**src/rtl/jogo_memoria_pkg.sv**
```systemverilog
// jogo_memoria_pkg: shared state codes, round limit and output bundle for the memory game controller
package jogo_memoria_pkg;

    localparam int NUM_RODADAS   = 16;
    localparam int ULTIMA_RODADA = NUM_RODADAS - 1;

    typedef enum logic [3:0] {
        INICIAL        = 4'h0,
        PREPARACAO     = 4'h1,
        MOSTRA         = 4'h2,
        PROXIMO_MOSTRA = 4'h3,
        INICIA_RODADA  = 4'h4,
        ESPERA_JOGADA  = 4'h5,
        REGISTRA       = 4'h6,
        COMPARA        = 4'h7,
        PROXIMA_JOGADA = 4'h8,
        PROXIMA_RODADA = 4'h9,
        FIM_ACERTOU    = 4'hA,
        FIM_ERROU      = 4'hB,
        FIM_TIMEOUT    = 4'hC
    } estado_t;

    typedef struct packed {
        logic zera_e;
        logic conta_e;
        logic zera_r;
        logic conta_r;
        logic registra_r;
        logic zera_t;
        logic conta_t;
        logic mostra_leds;
        logic pronto;
        logic ganhou;
        logic perdeu;
    } saidas_t;

    localparam int SAIDAS_W = $bits(saidas_t);

    function automatic logic eh_fim(estado_t e);
        return (e == FIM_ACERTOU) || (e == FIM_ERROU) || (e == FIM_TIMEOUT);
    endfunction

endpackage

```
**src/rtl/controle_jogo_decodificador.sv**
```systemverilog
// controle_jogo_decodificador: combinational control-word decode for each FSM state
// Ports:
//   estado          in  4   current state code
//   estado_anterior in  4   state held in the previous cycle (tells how preparacao was entered)
//   fim_endereco    in  1   address counter reached round counter
//   saidas          out 11  control word, laid out as saidas_t
module controle_jogo_decodificador
    import jogo_memoria_pkg::*;
(
    input  logic [3:0]          estado,
    input  logic [3:0]          estado_anterior,
    input  logic                fim_endereco,
    output logic [SAIDAS_W-1:0] saidas
);

    saidas_t s;
    estado_t e, a;

    assign e      = estado_t'(estado);
    assign a      = estado_t'(estado_anterior);
    assign saidas = s;

    always_comb begin
        s = '0;
        case (e)
            PREPARACAO: begin
                s.zera_e = 1'b1;
                s.zera_t = 1'b1;
                // round counter restarts only for a new game, not between rounds
                s.zera_r = (a == INICIAL) || eh_fim(a);
            end
            MOSTRA: begin
                s.mostra_leds = 1'b1;
                s.conta_t     = 1'b1;
            end
            PROXIMO_MOSTRA: begin
                // last word shown: leave the address alone, inicia_rodada clears it
                s.conta_e = !fim_endereco;
                s.zera_t  = 1'b1;
            end
            INICIA_RODADA: begin
                s.zera_e = 1'b1;
                s.zera_t = 1'b1;
            end
            ESPERA_JOGADA:  s.conta_t    = 1'b1;
            REGISTRA:       s.registra_r = 1'b1;
            PROXIMA_JOGADA: begin
                s.conta_e = 1'b1;
                s.zera_t  = 1'b1;
            end
            PROXIMA_RODADA: s.conta_r = 1'b1;
            FIM_ACERTOU: begin
                s.pronto = 1'b1;
                s.ganhou = 1'b1;
            end
            FIM_ERROU, FIM_TIMEOUT: begin
                s.pronto = 1'b1;
                s.perdeu = 1'b1;
            end
            default: s = '0;
        endcase
    end

endmodule

```
**src/rtl/controle_jogo_memoria.sv**
```systemverilog
// controle_jogo_memoria: Moore control unit for the memory game (show sequence, collect plays, judge)
// Ports:
//   clock, reset                      system clock (rising edge), async active-low reset
//   iniciar                           start/restart request (level)
//   jogada                            one-cycle pulse per button press
//   igual, fim_endereco, fim_rodada   datapath status: play matches, address at round, last round
//   fim_mostra, timeout               shared timer status for display / play phases
//   zera_e/conta_e, zera_r/conta_r    address / round counter control
//   registra_r                        load play register
//   zera_t/conta_t                    shared timer control
//   mostra_leds                       drive LEDs from memory
//   pronto, ganhou, perdeu            game end flags
//   db_estado                         current state code
// All control outputs are registered, so they appear one cycle after the state is entered.
module controle_jogo_memoria
    import jogo_memoria_pkg::*;
(
    input  logic       clock,
    input  logic       reset,
    input  logic       iniciar,
    input  logic       jogada,
    input  logic       igual,
    input  logic       fim_endereco,
    input  logic       fim_rodada,
    input  logic       fim_mostra,
    input  logic       timeout,
    output logic       zera_e,
    output logic       conta_e,
    output logic       zera_r,
    output logic       conta_r,
    output logic       registra_r,
    output logic       zera_t,
    output logic       conta_t,
    output logic       mostra_leds,
    output logic       pronto,
    output logic       ganhou,
    output logic       perdeu,
    output logic [3:0] db_estado
);

    estado_t             estado, proximo, anterior;
    saidas_t             saidas_q;
    logic [SAIDAS_W-1:0] decodificado;

    controle_jogo_decodificador u_decodificador (
        .estado          (estado),
        .estado_anterior (anterior),
        .fim_endereco    (fim_endereco),
        .saidas          (decodificado)
    );

    always_ff @(posedge clock or negedge reset) begin
        if (!reset) begin
            estado   <= INICIAL;
            anterior <= INICIAL;
            saidas_q <= '0;
        end else begin
            estado   <= proximo;
            anterior <= estado;
            saidas_q <= saidas_t'(decodificado);
        end
    end

    always_comb begin
        proximo = estado;
        case (estado)
            INICIAL:        proximo = iniciar ? PREPARACAO : INICIAL;
            PREPARACAO:     proximo = MOSTRA;
            MOSTRA:         proximo = fim_mostra ? PROXIMO_MOSTRA : MOSTRA;
            PROXIMO_MOSTRA: proximo = fim_endereco ? INICIA_RODADA : MOSTRA;
            INICIA_RODADA:  proximo = ESPERA_JOGADA;
            // a play arriving together with the timeout still counts
            ESPERA_JOGADA:  proximo = jogada ? REGISTRA : timeout ? FIM_TIMEOUT : ESPERA_JOGADA;
            REGISTRA:       proximo = COMPARA;
            COMPARA:        proximo = !igual ? FIM_ERROU :
                                      !fim_endereco ? PROXIMA_JOGADA :
                                      fim_rodada ? FIM_ACERTOU : PROXIMA_RODADA;
            PROXIMA_JOGADA: proximo = ESPERA_JOGADA;
            PROXIMA_RODADA: proximo = PREPARACAO;
            FIM_ACERTOU, FIM_ERROU, FIM_TIMEOUT:
                            proximo = iniciar ? PREPARACAO : estado;
            default:        proximo = INICIAL;
        endcase
    end

    assign zera_e      = saidas_q.zera_e;
    assign conta_e     = saidas_q.conta_e;
    assign zera_r      = saidas_q.zera_r;
    assign conta_r     = saidas_q.conta_r;
    assign registra_r  = saidas_q.registra_r;
    assign zera_t      = saidas_q.zera_t;
    assign conta_t     = saidas_q.conta_t;
    assign mostra_leds = saidas_q.mostra_leds;
    assign pronto      = saidas_q.pronto;
    assign ganhou      = saidas_q.ganhou;
    assign perdeu      = saidas_q.perdeu;
    assign db_estado   = estado;

endmodule

```
**config.mk**
```make
export PLATFORM = sky130hd
export DESIGN_NAME = controle_jogo_memoria
export DESIGN_NICKNAME = d
export VERILOG_FILES = /design/src/rtl/jogo_memoria_pkg.sv /design/src/rtl/controle_jogo_decodificador.sv /design/src/rtl/controle_jogo_memoria.sv
export SDC_FILE = /design/constraint.sdc
export NUM_CORES = 1
export LEC_CHECK = 0
export CAP_MARGIN = 30
export CORE_MARGIN = 2
export CORE_UTILIZATION = 45
export DETAILED_ROUTE_END_ITERATION = 7
export GPL_TIMING_DRIVEN = 0
export PLACE_DENSITY = 0.87
export SETUP_SLACK_MARGIN = 0.02
export SLEW_MARGIN = 40
export SYNTH_ARGS = -nofsm -noshare
export SYNTH_HDL_FRONTEND = slang
export SYNTH_SLANG_ARGS = --single-unit
export TNS_END_PERCENT = 10
```
**constraint.sdc**
```tcl
create_clock -name clock -period 1.65 [get_ports clock]
set_input_delay 0.165 -clock clock [delete_from_list [all_inputs] [get_ports clock]]
set_output_delay 0.165 -clock clock [all_outputs]
set_load 0.03 [all_outputs]
```
==> metrics.md <==
| Metric | Value |
|---|---|
| Outcome | `completed` |
| Clock buffer depth | `2` |
| Post-DP HPWL | `1280 um` |
| WP buf/inv | `1` |
| Sequential fraction of the synthesis area | `55.80%` |
| WL per Instance | `13.76 um` |
| Worst path slowest cell | `clkdlybuf4s50_1` |
| Rel. slew slack | `66.37%` |
| Largest family of logic cells by synthesized area | `simple AND/OR/NAND/NOR gates` |
| Vias in the first global route | `648` |
| Sink Count | `19` |
| Worst setup margin | `0.1874 ns` |
| Synth unique cells | `34` |
| Synth Area in Adders | `0%` |
| Slowest stage delay, CP | `0.66 ns` |
| Fmax | `0.6837 GHz` |
| Final setup fails | `0` |
| Tot Pwr | `2.200 mW` |
| Drt pass-1 iters | `4` |
| Share of the synthesized area in the top cell type | `55.80%` |
| Core footprint | `0.001745 sq mm` |
| Register area | `475.5 sq um` |
| CTS clk-pin slew, worst paths | `0.10 ns` |
| Fin. max-slew vios | `0` |
| # port buffers | `23` |
| Dpl ws | `0.1538 ns` |
| Worst path arrival time | `1.30 ns` |
| Initial Utilization | `48.82%` |
| Synth Area in Compound Gates | `17.03%` |
| Min Hold Slack | `0.3275 ns` |
| Max cap viols | `0` |
| Mux cell area share after synthesis | `1.175%` |
| Dpl cells | `126` |
| RSZ-0062 raised after global routing | `no` |
| Final period util | `88.64%` |
| Syn Inst Count | `78` |
| Critical-path cell list | `clkdlybuf4s50_1` |
| Most frequent cells in the layout | `dfrtp_1 (19), clkdlybuf4s50_1 (18), nor2_1 (6)` |
| Non-Filler Instances | `131` |
| Initial antenna violation count | `0` |
| XOR/XNOR share of the synthesized area | `2.056%` |
| Setup Buffers After CTS | `0` |
| VDD IR max | `0.9242 mV` |
| Simple-Gate Fraction of Synth Area | `19.82%` |
| First-pass GRT wire length | `2766 um` |
| Pwr Density | `1924 mW/mm^2` |
| Syn_nets | `87` |
| Multi-input gate area | `341.6 sq um` |
| # fillers | `148` |
| Routed WL | `1802 um` |
| Num CTS Buffers | `3` |
| Hold crit path type | `input pin to asynchronous set/reset pin` |
| Min cycle time layout | `1.463 ns` |
| TritonCTS clock tree | `built` |
| Via/cell ratio | `5.496` |
| Pleak | `0.5047 nW` |
| Die X | `47.52 um` |
| # DRC | `0` |
| Crit-path max FO | `1` |
| Iter 0 DRT Violations | `17` |
| Dpl cell area | `0.001114 sq mm` |
| Worst-Skew Late Latency | `0.29 ns` |
| Die area | `0.002258 sq mm` |
| Layout cell share with drive strength beyond 1 | `10.38%` |
| FP Rows | `15` |
| I/O Pins | `24` |
| Clk root buf | `clkbuf_4` |
| Critical path startpoint category | `register` |
| Via count | `720` |
| Area Overhead vs Synth | `34.21%` |
| Total negative slack | `0 ns` |
| Largest net degree at the start of global routing | `20` |
| Synthesized flop and latch total | `19` |
| Post-synth top area cell | `dfrtp_1` |
| Die height | `47.52 um` |
| Global Route Usage Sum | `18.22%` |
| Setup Skew | `0.004503 ns` |
| Total gr overflow | `0` |
| Post-layout util | `65.52%` |
| Routability cong. | `0.8935` |
| # nets final | `116` |
| Final instance area | `0.001144 sq mm` |
| Syn_area_per_cell | `10.92 sq um` |
| YS warnings | `0` |
| Worst path top cell family by delay | `buffers and inverters` |
| Commonest non-fill, non-tap cell in the layout | `dfrtp_1` |
| Least-Margin Pin Slew | `0.5026 ns` |
| ANT cells | `0` |
| Worst EP required | `1.48 ns` |
| H-tree depth | `1` |
| DRT antenna net count | `0` |
| Endpoints failing hold | `0` |
| WS Path Type | `register to primary output` |
| Dominant cells by area after synthesis | `dfrtp_1 (56%), nor2b_1 (2.9%), nor2_1 (2.6%), buf_2 (2.3%), nand2b_1 (2.2%)` |
| Crit. End Element | `primary output` |
| Post-Syn Area | `852.1 sq um` |
[metal layers]
| layer | vias up | wire length, um | GRT usage (%) |
|---|---|---|---|
| met1 | 345 | 759 | 22.25 |
| met5 | - | 0 | 0 |
| li1 | 337 | - | - |
| met2 | 30 | 900 | 29.73 |
| met4 | 0 | 55 | 10.56 |
| met3 | 8 | 86 | 3.774 |
[where the power goes]
part / internal [mW] / switching [mW]
Clock: 0.0940 / 0.127
Combinational: 0.492 / 0.701
Sequential: 0.638 / 0.148
[synthesized netlist by cell type]
master	number
o21ai_1	1
nand3_1	1
or3b_1	1
nand2b_1	3
a22oi_1	1
and2b_1	1
nor4bb_1	1
a2111oi_2	1
nor3b_1	1
o22a_1	1
inv_1	4
o2bb2ai_1	1
buf_2	4
a21boi_0	1
nor2_1	6
a221oi_2	1
o2111a_1	1
xnor2_1	1
a21oi_1	3
or3b_2	1
xor2_1	1
o22ai_1	1
and2_1	1
o32ai_1	2
nor3_1	2
nand3b_1	2
mux2i_1	1
a31oi_1	2
dfrtp_1	19
or3_1	1
nor2b_1	4
o21ai_0	3
nand4_1	1
nand2_1	3
[final timing paths]
path / from / endpoint / slack [ns] / cells after the start
max: perdeu / perdeu / 0.19 / 1
min: reset / conta_r / 0.33 / 2
max reg2reg: db_estado[1] / db_estado[3] / 0.19 / 3
min reg2reg: db_estado[0] / anterior[0] / 0.51 / 0
max in group asynchronous: reset / anterior[1] / 1.04 / 2
min in group clock: db_estado[0] / anterior[0] / 0.51 / 0
[cell type report]
class                      count  area share (%)
timing repair buffer          24           20.46
buffer                         4           1.751
multi-input combinational     51           29.87
inverter                       4           1.313
tap                           25           2.735
clock buffer                   4           2.298
sequential                    19           41.58
[worst reg2reg max path: stages (launching register included)]
cell and delay, ns:
dfrtp_1 0.49, nor2_1 0.44, mux2i_1 0.18, o32ai_1 0.25
[logic make-up after synthesis]
group                  Yosys count
AO/OA/AOI/OAI                   19
XOR/XNOR                         2
multiplexers                     1
flip-flops                      19
AND/OR/NAND/NOR                 29
buffers and inverters            8
[state kept, by name, summed over array words and instances, names as in the netlist]
| signal | flops |
|---|---|
| anterior | 4 |
| conta_e | 1 |
| conta_r | 1 |
| conta_t | 1 |
| db_estado | 4 |
| ganhou | 1 |
| mostra_leds | 1 |
| perdeu | 1 |
| pronto | 1 |
| registra_r | 1 |
| zera_e | 1 |
| zera_r | 1 |
| zera_t | 1 |
[repair_timing]
action                                  4_1_cts  5_1_grt
hold buffers                                  0        1
hold endpoints to repair                      0       19
endpoints found under the setup margin        3        1
resized for setup                             3        1
No activity file was read; power rests on OpenSTA's default activity.
